**src/rtl/snake_pkg.sv**
```systemverilog
// Shared defaults, FSM encoding and helpers for the snake frame shadow latch.
package snake_pkg;

  localparam int unsigned MaxLenDef = 33;
  localparam int unsigned XwDef     = 10;
  localparam int unsigned YwDef     = 9;
  localparam int unsigned LwDef     = 8;

  typedef enum logic [1:0] {
    StIdle    = 2'd0,
    StLoad    = 2'd1,
    StPending = 2'd2
  } state_e;

  function automatic logic [7:0] sat_inc(input logic [7:0] v);
    return (v == 8'hff) ? v : v + 8'd1;
  endfunction

endpackage

```
**src/rtl/snake_state_bank.sv**
```systemverilog
// Scalar + body register bank: per-slot segment write port and whole-bank load.
module snake_state_bank #(
  parameter int unsigned MAX_LEN = 33,
  parameter int unsigned XW      = 10,
  parameter int unsigned YW      = 9,
  parameter int unsigned LW      = 8
) (
  input  logic                  clk_pix,
  input  logic                  rst_n,
  input  logic                  seg_we,
  input  logic [LW-1:0]         seg_idx,
  input  logic [XW-1:0]         seg_x,
  input  logic [YW-1:0]         seg_y,
  input  logic                  scal_we,
  input  logic [XW-1:0]         wr_head_x,
  input  logic [YW-1:0]         wr_head_y,
  input  logic [XW-1:0]         wr_apple_x,
  input  logic [YW-1:0]         wr_apple_y,
  input  logic [LW-1:0]         wr_len,
  input  logic                  body_load,
  input  logic [MAX_LEN*XW-1:0] wr_body_x,
  input  logic [MAX_LEN*YW-1:0] wr_body_y,
  output logic [XW-1:0]         head_x_q,
  output logic [YW-1:0]         head_y_q,
  output logic [XW-1:0]         apple_x_q,
  output logic [YW-1:0]         apple_y_q,
  output logic [LW-1:0]         len_q,
  output logic [MAX_LEN*XW-1:0] body_x,
  output logic [MAX_LEN*YW-1:0] body_y
);

  logic [XW-1:0] body_x_q [MAX_LEN];
  logic [YW-1:0] body_y_q [MAX_LEN];

  always_ff @(posedge clk_pix or negedge rst_n) begin
    if (!rst_n) begin
      head_x_q  <= '0;
      head_y_q  <= '0;
      apple_x_q <= '0;
      apple_y_q <= '0;
      len_q     <= '0;
      for (int i = 0; i < MAX_LEN; i++) begin
        body_x_q[i] <= '0;
        body_y_q[i] <= '0;
      end
    end else begin
      if (scal_we) begin
        head_x_q  <= wr_head_x;
        head_y_q  <= wr_head_y;
        apple_x_q <= wr_apple_x;
        apple_y_q <= wr_apple_y;
        len_q     <= wr_len;
      end
      for (int i = 0; i < MAX_LEN; i++) begin
        if (body_load) begin
          body_x_q[i] <= wr_body_x[i*XW +: XW];
          body_y_q[i] <= wr_body_y[i*YW +: YW];
        end else if (seg_we && (seg_idx == LW'(i))) begin
          body_x_q[i] <= seg_x;
          body_y_q[i] <= seg_y;
        end
      end
    end
  end

  for (genvar g = 0; g < MAX_LEN; g++) begin : gen_bus
    assign body_x[g*XW +: XW] = body_x_q[g];
    assign body_y[g*YW +: YW] = body_y_q[g];
  end

endmodule

```
**src/rtl/snake_frame_shadow.sv**
```systemverilog
// Double-buffered snake state: serial shadow load, atomic commit, swap to active on frame_start.
module snake_frame_shadow
  import snake_pkg::*;
#(
  parameter int unsigned MAX_LEN = MaxLenDef,
  parameter int unsigned XW      = XwDef,
  parameter int unsigned YW      = YwDef,
  parameter int unsigned LW      = LwDef
) (
  input  logic                  clk_pix,
  input  logic                  rst_n,
  input  logic                  frame_start,
  input  logic                  upd_start,
  input  logic                  seg_valid,
  output logic                  seg_ready,
  input  logic [XW-1:0]         seg_x,
  input  logic [YW-1:0]         seg_y,
  input  logic                  upd_commit,
  input  logic [XW-1:0]         head_x,
  input  logic [YW-1:0]         head_y,
  input  logic [XW-1:0]         apple_x,
  input  logic [YW-1:0]         apple_y,
  input  logic [LW-1:0]         snake_len,
  output logic [XW-1:0]         head_x_d,
  output logic [YW-1:0]         head_y_d,
  output logic [XW-1:0]         apple_x_d,
  output logic [YW-1:0]         apple_y_d,
  output logic [LW-1:0]         snake_len_d,
  output logic [MAX_LEN*XW-1:0] body_bus_x_d,
  output logic [MAX_LEN*YW-1:0] body_bus_y_d,
  output logic                  frame_fresh,
  output logic [7:0]            drop_cnt
);

  localparam logic [LW-1:0] MaxCnt = LW'(MAX_LEN);

  state_e        state_q;
  logic [LW-1:0] seg_cnt_q;
  logic [7:0]    drop_cnt_q;
  logic          frame_fresh_q;

  logic          seg_wr, commit, swap;
  logic [LW-1:0] cnt_incl, shadow_len;

  logic [XW-1:0]         sh_head_x, sh_apple_x;
  logic [YW-1:0]         sh_head_y, sh_apple_y;
  logic [LW-1:0]         sh_len;
  logic [MAX_LEN*XW-1:0] sh_body_x;
  logic [MAX_LEN*YW-1:0] sh_body_y;

  always_comb begin
    seg_ready  = (state_q == StLoad) && (seg_cnt_q < MaxCnt);
    seg_wr     = seg_valid && seg_ready;
    // A restart in the same cycle as a commit wins; the snapshot is abandoned.
    commit     = (state_q == StLoad) && upd_commit && !upd_start;
    swap       = (state_q == StPending) && frame_start;
    cnt_incl   = seg_cnt_q + LW'(seg_wr);
    shadow_len = (snake_len < cnt_incl) ? snake_len : cnt_incl;
  end

  always_ff @(posedge clk_pix or negedge rst_n) begin
    if (!rst_n) begin
      state_q       <= StIdle;
      seg_cnt_q     <= '0;
      drop_cnt_q    <= '0;
      frame_fresh_q <= 1'b0;
    end else begin
      if (frame_start) frame_fresh_q <= swap;
      case (state_q)
        StIdle: begin
          if (upd_start) begin
            state_q   <= StLoad;
            seg_cnt_q <= '0;
          end
        end
        StLoad: begin
          if (upd_start) begin
            seg_cnt_q <= '0;
          end else begin
            if (seg_wr) seg_cnt_q <= seg_cnt_q + 1'b1;
            if (upd_commit) state_q <= StPending;
          end
        end
        StPending: begin
          if (frame_start) begin
            state_q   <= upd_start ? StLoad : StIdle;
            seg_cnt_q <= '0;
          end else if (upd_start) begin
            state_q    <= StLoad;
            seg_cnt_q  <= '0;
            drop_cnt_q <= sat_inc(drop_cnt_q);
          end
        end
        default: state_q <= StIdle;
      endcase
    end
  end

  snake_state_bank #(.MAX_LEN(MAX_LEN), .XW(XW), .YW(YW), .LW(LW)) u_shadow (
    .clk_pix    (clk_pix),
    .rst_n      (rst_n),
    .seg_we     (seg_wr),
    .seg_idx    (seg_cnt_q),
    .seg_x      (seg_x),
    .seg_y      (seg_y),
    .scal_we    (commit),
    .wr_head_x  (head_x),
    .wr_head_y  (head_y),
    .wr_apple_x (apple_x),
    .wr_apple_y (apple_y),
    .wr_len     (shadow_len),
    .body_load  (1'b0),
    .wr_body_x  ('0),
    .wr_body_y  ('0),
    .head_x_q   (sh_head_x),
    .head_y_q   (sh_head_y),
    .apple_x_q  (sh_apple_x),
    .apple_y_q  (sh_apple_y),
    .len_q      (sh_len),
    .body_x     (sh_body_x),
    .body_y     (sh_body_y)
  );

  snake_state_bank #(.MAX_LEN(MAX_LEN), .XW(XW), .YW(YW), .LW(LW)) u_active (
    .clk_pix    (clk_pix),
    .rst_n      (rst_n),
    .seg_we     (1'b0),
    .seg_idx    ('0),
    .seg_x      ('0),
    .seg_y      ('0),
    .scal_we    (swap),
    .wr_head_x  (sh_head_x),
    .wr_head_y  (sh_head_y),
    .wr_apple_x (sh_apple_x),
    .wr_apple_y (sh_apple_y),
    .wr_len     (sh_len),
    .body_load  (swap),
    .wr_body_x  (sh_body_x),
    .wr_body_y  (sh_body_y),
    .head_x_q   (head_x_d),
    .head_y_q   (head_y_d),
    .apple_x_q  (apple_x_d),
    .apple_y_q  (apple_y_d),
    .len_q      (snake_len_d),
    .body_x     (body_bus_x_d),
    .body_y     (body_bus_y_d)
  );

  assign frame_fresh = frame_fresh_q;
  assign drop_cnt    = drop_cnt_q;

endmodule

```
**config.mk**
```make
export PLATFORM = sky130hd
export DESIGN_NAME = snake_frame_shadow
export DESIGN_NICKNAME = d
export VERILOG_FILES = /design/src/rtl/snake_pkg.sv /design/src/rtl/snake_state_bank.sv /design/src/rtl/snake_frame_shadow.sv
export SDC_FILE = /design/constraint.sdc
export NUM_CORES = 2
export LEC_CHECK = 0
export ABC_CLOCK_PERIOD_IN_PS = 4500
export CAP_MARGIN = 10
export CORE_AREA = 2 2 550 552
export DETAILED_ROUTE_END_ITERATION = 7
export DIE_AREA = 0 0 552 554
export PLACE_DENSITY = 0.49
export SLEW_MARGIN = 20
export SYNTH_ARGS = -nofsm -noshare
export SYNTH_HDL_FRONTEND = slang
export SYNTH_HIERARCHICAL = 1
export SYNTH_SLANG_ARGS = --single-unit
```
**constraint.sdc**
```tcl
create_clock -name clk_pix -period 4.5 [get_ports clk_pix]
set_clock_uncertainty 0.05 [all_clocks]
set_input_delay 0.675 -clock clk_pix [delete_from_list [all_inputs] [get_ports clk_pix]]
set_output_delay 0.675 -clock clk_pix [all_outputs]
set_load 0.05 [all_outputs]
```
Word-level counts from Yosys, hierarchy flattened. Cells that the tools add are included.

Magnitude comparators: 2. Eq/ne operators: 38. Reductions and logical operators: 45. Bitwise logic cells: 2. Add/sub/neg operators: 3. Mux-type cells: 12.

Operators by type and width (count): $eq 8x5->1 const B (16); $eq 8x4->1 const B (8); $mux 8 (5); $logic_and 1x1->1 (38); $eq 8x3->1 const B (4); $pmux 8 s3 (1); $add 8x1->8 const B (2); $eq 8x2->1 const B (2); $add 8x1->8 (1); $eq 8x1->1 const B (1); $eq 8x6->1 const B (1); $eq 8x8->1 const B (1); $logic_not 8->1 (1); $lt 8x6->1 const B (1); $lt 8x8->1 (1); $mux 2 (4); $pmux 2 s3 (1); $ne 2x2->1 const B (2); $reduce_and 2->1 (2); $reduce_and 4->1 (1); $ne 3x2->1 const B (1); $reduce_bool 3->1 (1); $eq 2x1->1 const B (1); $eq 2x2->1 const B (1); other kinds (4) (5).

Flip-flop bits (word level): 1365. Output and inout bits: 683. Input port bits: 71.

Longest topological paths before layout.
Depth in word-level cells: 6. Gate-level depth with buffers: 17.

Modules after synthesis. Netlist, hierarchy kept.

Modules (own cells, without submodules): snake_state_bank (cells an instance 3845, seq. area each 16841.2 um^2, area each 36598.9 um^2, instances 2); snake_frame_shadow (cells an instance 163, seq. area each 475.5 um^2, area each 1475.2 um^2, instances 1).

Worst setup path after synthesis. Ideal clock, no wire load.

Path kind: register -> register. Start point: reg seg_cnt_q[0]. End point: reg u_shadow.len_q[0]. Data arrival time: 4405 ps. Library setup time: 125 ps. Data required time: 4325 ps. Path buffers: 0. Slack: -80 ps. Cell stages (with the launch flop): 18. Cells stage by stage: dfrtp_1 inv_1 ha_1 nor4b_1 o21ai_0 nor2_1 and2_1 ha_1 ha_1 nand2_1 or2_2 xor2_1 ha_1 a21oi_1 nand2_1 a211oi_4 mux2_4 mux2_2.

Cells in the longest elaborated chain, start to end: 6.

RTL lines: start, declared (line snake_frame_shadow.sv:38) `logic [LW-1:0] seg_cnt_q;`; start signal, assigned (line snake_frame_shadow.sv:80) `if (seg_wr) seg_cnt_q <= seg_cnt_q + 1'b1;`; $lt 8x6->1 * (line snake_frame_shadow.sv:52) `seg_ready = (state_q == StLoad) && (seg_cnt_q < MaxCnt);`; $logic_and 1x1->1 * (line snake_frame_shadow.sv:52); via seg_ready (line snake_frame_shadow.sv:15) `output logic seg_ready,`; $logic_and 1x1->1 * (line snake_frame_shadow.sv:53) `seg_wr = seg_valid && seg_ready;`; via seg_wr (line snake_frame_shadow.sv:42) `logic seg_wr, commit, swap;`; $add 8x1->8 * (line snake_frame_shadow.sv:57) `cnt_incl = seg_cnt_q + LW'(seg_wr);`; $lt 8x8->1 (line snake_frame_shadow.sv:58) `shadow_len = (snake_len < cnt_incl) ? snake_len : cnt_incl;`; $mux 8 * (line snake_frame_shadow.sv:58); via shadow_len[0] (line snake_frame_shadow.sv:43) `logic [LW-1:0] cnt_incl, shadow_len;`; end signal, assigned (line snake_state_bank.sv:52) `len_q <= wr_len;`; end, declared (line snake_state_bank.sv:27) `output logic [LW-1:0] len_q,`.

The timed path passes the listed nets; every way through them passes the cells marked *. A chain may end at the register's enable or synchronous reset.

Worst setup path in the final report.
Start point: reg seg_cnt_q[1]. End point: reg u_shadow.len_q[2].

Cells in the longest elaborated chain, start to end: 6.

RTL lines (line): $lt 8x6->1 * (snake_frame_shadow.sv:52); $logic_and 1x1->1 * (snake_frame_shadow.sv:52); $logic_and 1x1->1 * (snake_frame_shadow.sv:53); via seg_wr (snake_frame_shadow.sv:42); $add 8x1->8 * (snake_frame_shadow.sv:57); $lt 8x8->1 (snake_frame_shadow.sv:58); $mux 8 * (snake_frame_shadow.sv:58); via shadow_len[2] (snake_frame_shadow.sv:43).

Marks and branches as above.

==> impl_metrics.csv <==
group,metric,value,unit
run_status,run_status,"finished, violations left",
run_status,violations,"slew limit",
floorplan,row_count,201,
floorplan,floorplan.initialDensity,25.0,%
routing,top_layer_used,"met5",
synthesis,synthesis.instances,7853,
critical_path,reg2reg_from,"seg_cnt_q[1]$_DFFE_PN0P_",
timing,timing.final.setup_violations,0,
timing,max_freq,237,MHz
routing,detail_route.iter0.violations,7246,
critical_path,path_max_fanout,6,
floorplan,die_span_x,552,um
critical_path,cp_data_arrival_time,4880,ps
global_route,grt_pass1_vias,68800,
routing,drtPass1Iterations,8,
hold_path,hold_class,"input pin to flip-flop",
routing,met1Wirelength,151000,um
critical_path,worst-r2r-cell-count,18,
synthesis,synth-edff-count,0,
final_layout,post_route_cells_drive_above_1_share,6.39,%
critical_path,data_required_time_of_the_critical_path,5160,ps
synthesis,ys_warn_count,6,
synthesis,ys_ff_latch,1365,
global_route,gr-total-overflow,0,
synthesis,netlist-cell-type-count,62,
power,vdd.ir_drop.worst,0.000567,V
critical_path,reg2reg_setup_slack,290,ps
routing,detail-route-antenna-nets,0,
clock_network,cts-buffers-inserted,175,
clock_network,cts.sink_count,1365,
hold_path,worstHoldPathCells,2,
job,max_cap_violations,0,
clock_network,root_buffer,"clkbuf_16",
floorplan,floorplan.core_area,299000,um2
power,cellLeakagePower,36.0,nW
routing,wirelength,350000,um
timing,period_needed,4210,ps
routing,met3WireLength,27300,um
critical_path,critical_path.endpoint,"u_shadow/len_q[2]$_DFFE_PN0P_",
synthesis,syn-mean-instance-area,9.51,um2
final_layout,area.sequential,34200,um2
routing,route.detailed.wl_per_inst,27.2,um
critical_path,crit_path_start_kind,"flip-flop",
routing,detail_route.drc_violations,0,
critical_path,worstSetupEndpointType,"flip-flop",
final_layout,post_layout_nonfiller_instances,12800,
power,total_power,62.4,mW
floorplan,io-pin-count,754,
timing,hold_violations,0,
clock_network,cts_tree,"built",
global_route,grt_pass1_wl,504000,um
timing,finalMaxSlewViolations,585,
global_route,grt_util_all_layers,21.9,%
synthesis,yosys_most_used_dff,"dfrtp_1",
synthesis,synth_sequential_area_ratio,45.7,%
routing,route.detailed.vias_per_inst,5.46,
critical_path,timing.critical_path.max_delay_family,"simple AND/OR/NAND/NOR gates",
critical_path,critical_path.cell_chain,"inv_1 -> ha_1 -> nor4b_2 -> o21ai_0 -> nor2_2 -> and2_1 -> ha_1 -> ha_1 -> nand2_1 -> or2_2 -> xor2_1 -> ha_1 -> a21oi_1 -> nand2_1 -> a211oi_4 -> buf_4 -> mux2i_1 -> mux2_2",
final_layout,fin_util,31.2,%
place,io_buffers,753,
clock_network,clock_latency,860,ps
final_layout,multiInputGateArea,39000,um2
global_route,grt_antenna_before_repair,39,
critical_path,path_buf_inv,2,
critical_path,rr_endpoint,"u_shadow/len_q[2]$_DFFE_PN0P_",
critical_path,path_depth,18,
global_route,grt_start_max_net_pins,1233,
synthesis,synthesis.area,74700,um2
timing,worst-slew-pin-transition,3080,ps
timing,worst_slack,286,ps
clock_network,clockBufferDepth,4,
place,detailedPlace.worstSlack,202,ps
final_layout,nFillCells,31000,
place,placed_cells_incl_taps,12500,
clock_network,ctsHtreeMaxLevel,4,
critical_path,crit_path_max_incr_delay,470,ps
critical_path,critical-path-top-cell-by-count,"ha_1",
place,total_half_perimeter_wirelength_after_legalization_and_detailed_placement,200000,um
final_layout,finalNetCount,8816,
place,gp_congestion,0.804,
clock_network,cts.clk_slew.worst_paths,60,ps
timing,post-route-period-util,93.7,%
timing,slew_headroom,-105,%
critical_path,critPathSlowestCell,"dfrtp_4",
final_layout,area_delta_synth_final,25.0,%
routing,via_count,70100,
power,power_per_cell_area,668,nW/um2
synthesis,postSynth.asyncResetShare,100,%
critical_path,timing.critical_path.from,"seg_cnt_q[1]$_DFFE_PN0P_",
routing,met2WireLength,158000,um
floorplan,die_area,306000,um2
timing,rsz0062_at_grt,"false",
critical_path,setup.worst_path.class,"flip-flop to flip-flop",
floorplan,die_h,554,um
## cell usage after synthesis, types with 4 or more instances
library cell	number	area share [%]
a21oi_1	1132	7.6
a221o_1	128	1.7
a31oi_1	1152	9.7
a41oi_1	38	0.45
and2_1	105	0.88
and3_1	100	0.84
and3b_1	138	1.6
buf_1	42	0.21
buf_2	219	1.5
buf_6	68	1.0
buf_8	4	0.080
clkbuf_1	684	3.4
dfrtp_1	1365	46
ha_1	16	0.27
inv_1	20	0.10
mux2_2	93	1.4
mux2i_1	6	0.080
nand2_1	23	0.12
nand2b_1	16	0.13
nand3_1	12	0.080
nand4bb_1	4	0.060
nor2_1	40	0.20
nor2b_1	1135	9.5
nor3_1	11	0.074
nor3b_1	80	0.80
nor4b_1	11	0.13
o21ai_0	10	0.067
o31ai_1	1126	11
or2_2	5	0.042
or3b_2	6	0.070
xnor2_1	8	0.094
xor2_1	5	0.059
## metal layers
| layer | global-route usage [%] | vias to the layer above |
|---|---|---|
| met5 | 0 | - |
| met4 | 8.05 | 16 |
| met3 | 4.37 | 539 |
| met2 | 34.3 | 3243 |
| met1 | 29.6 | 35600 |
| li1 | - | 30800 |
## cell usage in the layout, fill, tap and decap left out, types with 7 or more instances in the layout
cell type / instances
xnor2_1: 8
nor3_1: 10
nor2b_1: 1135
inv_1: 20
nor4b_1: 9
o31ai_1: 1126
o21ai_0: 10
conb_1: 823
nor3b_1: 77
a41oi_1: 38
clkdlybuf4s50_1: 745
buf_12: 54
nand2_1: 21
nor2_1: 38
a31oi_1: 1152
mux2_2: 93
nand2b_1: 12
clkinv_2: 20
dfrtp_1: 1360
buf_2: 7
ha_1: 16
and3_1: 100
and2_1: 104
clkbuf_1: 39
clkbuf_16: 176
nand3_1: 12
a21oi_1: 1132
clkbuf_8: 50
buf_4: 88
diode_2: 29
and3b_1: 137
a221o_1: 128
## cell families after synthesis
logic type	synth area share, %
AO/OA/AOI/OAI	31.0
XOR/XNOR	0.152
adder cells (fa/ha/maj)	0.268
buffers and inverters	6.35
flip-flops	45.7
multiplexers	1.52
other	0.00502
AND/OR/NAND/NOR	15.0
## how the worst min path moves through the flow
stage	from	endpoint	slack, ps
2_1_floorplan	rst_n	drop_cnt[0]$_DFFE_PN0P_	330
3_3_place_gp	u_shadow/head_y_q[4]$_DFFE_PN0P_	u_active/head_y_q[4]$_DFFE_PN0P_	430
3_5_place_dp	u_shadow/head_x_q[2]$_DFFE_PN0P_	u_active/head_x_q[2]$_DFFE_PN0P_	440
4_1_cts	apple_y[8]	u_shadow/apple_y_q[8]$_DFFE_PN0P_	290
5_1_grt	apple_y[8]	u_shadow/apple_y_q[8]$_DFFE_PN0P_	300
6_report	apple_y[8]	u_shadow/apple_y_q[8]$_DFFE_PN0P_	360
## power by group
part	internal, mW	switching, mW
combinational	8.98	18.9
sequential	16.0	4.03
clock	8.39	6.07
total	33.4	29.0
## through the flow
step / area, um2 / TNS (ps) / hold slack [ps]
after CTS: 93300 / 0 / 286
after floorplan: 77800 / 0 / 329
after global placement: 87500 / -319 / 432
final: 93400 / 0 / 362
after detailed placement: 87500 / 0 / 438
after global routing: 93300 / 0 / 304
## area by class of cell
type,instances,share of cell area (%)
Clock inverter,43,0.596
Clock buffer,265,5.61
Antenna cell,29,0.0777
Tap cell,3958,5.30
Multi-Input combinational cell,6269,41.8
Sequential cell,1365,36.6
Timing Repair Buffer,896,9.93
Inverter,22,0.0884
## sequential cells by signal, summed over array words and instances (netlist names)
signal and count:
drop_cnt 8, frame_fresh 1, seg_cnt_q 8, state_q 2, u_active/apple_x_q 10, u_active/apple_y_q 9
u_active/body_x 330, u_active/body_y 297, u_active/head_x_q 10, u_active/head_y_q 9, u_active/len_q 8, u_shadow/apple_x_q 10
u_shadow/apple_y_q 9, u_shadow/body_x 330, u_shadow/body_y 297, u_shadow/head_x_q 10, u_shadow/head_y_q 9, u_shadow/len_q 8
## timing repair
| item | CTS | global route |
|---|---|---|
| endpoints found under the setup margin | 0 | 8 |
| gates resized for setup | 0 | 1 |
| hold buffers | 1 | 0 |
| setup buffers | 0 | 0 |
| hold endpoints to repair | 73 | 0 |
## worst reg2reg max path: stages, from the launching register on
cell and delay [ps]:
dfrtp_4 470, inv_1 60, ha_1 130, nor4b_2 260, o21ai_0 170, nor2_2 160, and2_1 190, ha_1 210
ha_1 230, nand2_1 80, or2_2 320, xor2_1 220, ha_1 300, a21oi_1 190, nand2_1 120, a211oi_4 340
buf_4 230, mux2i_1 90, mux2_2 270
Power figures use the tool's default switching activity.
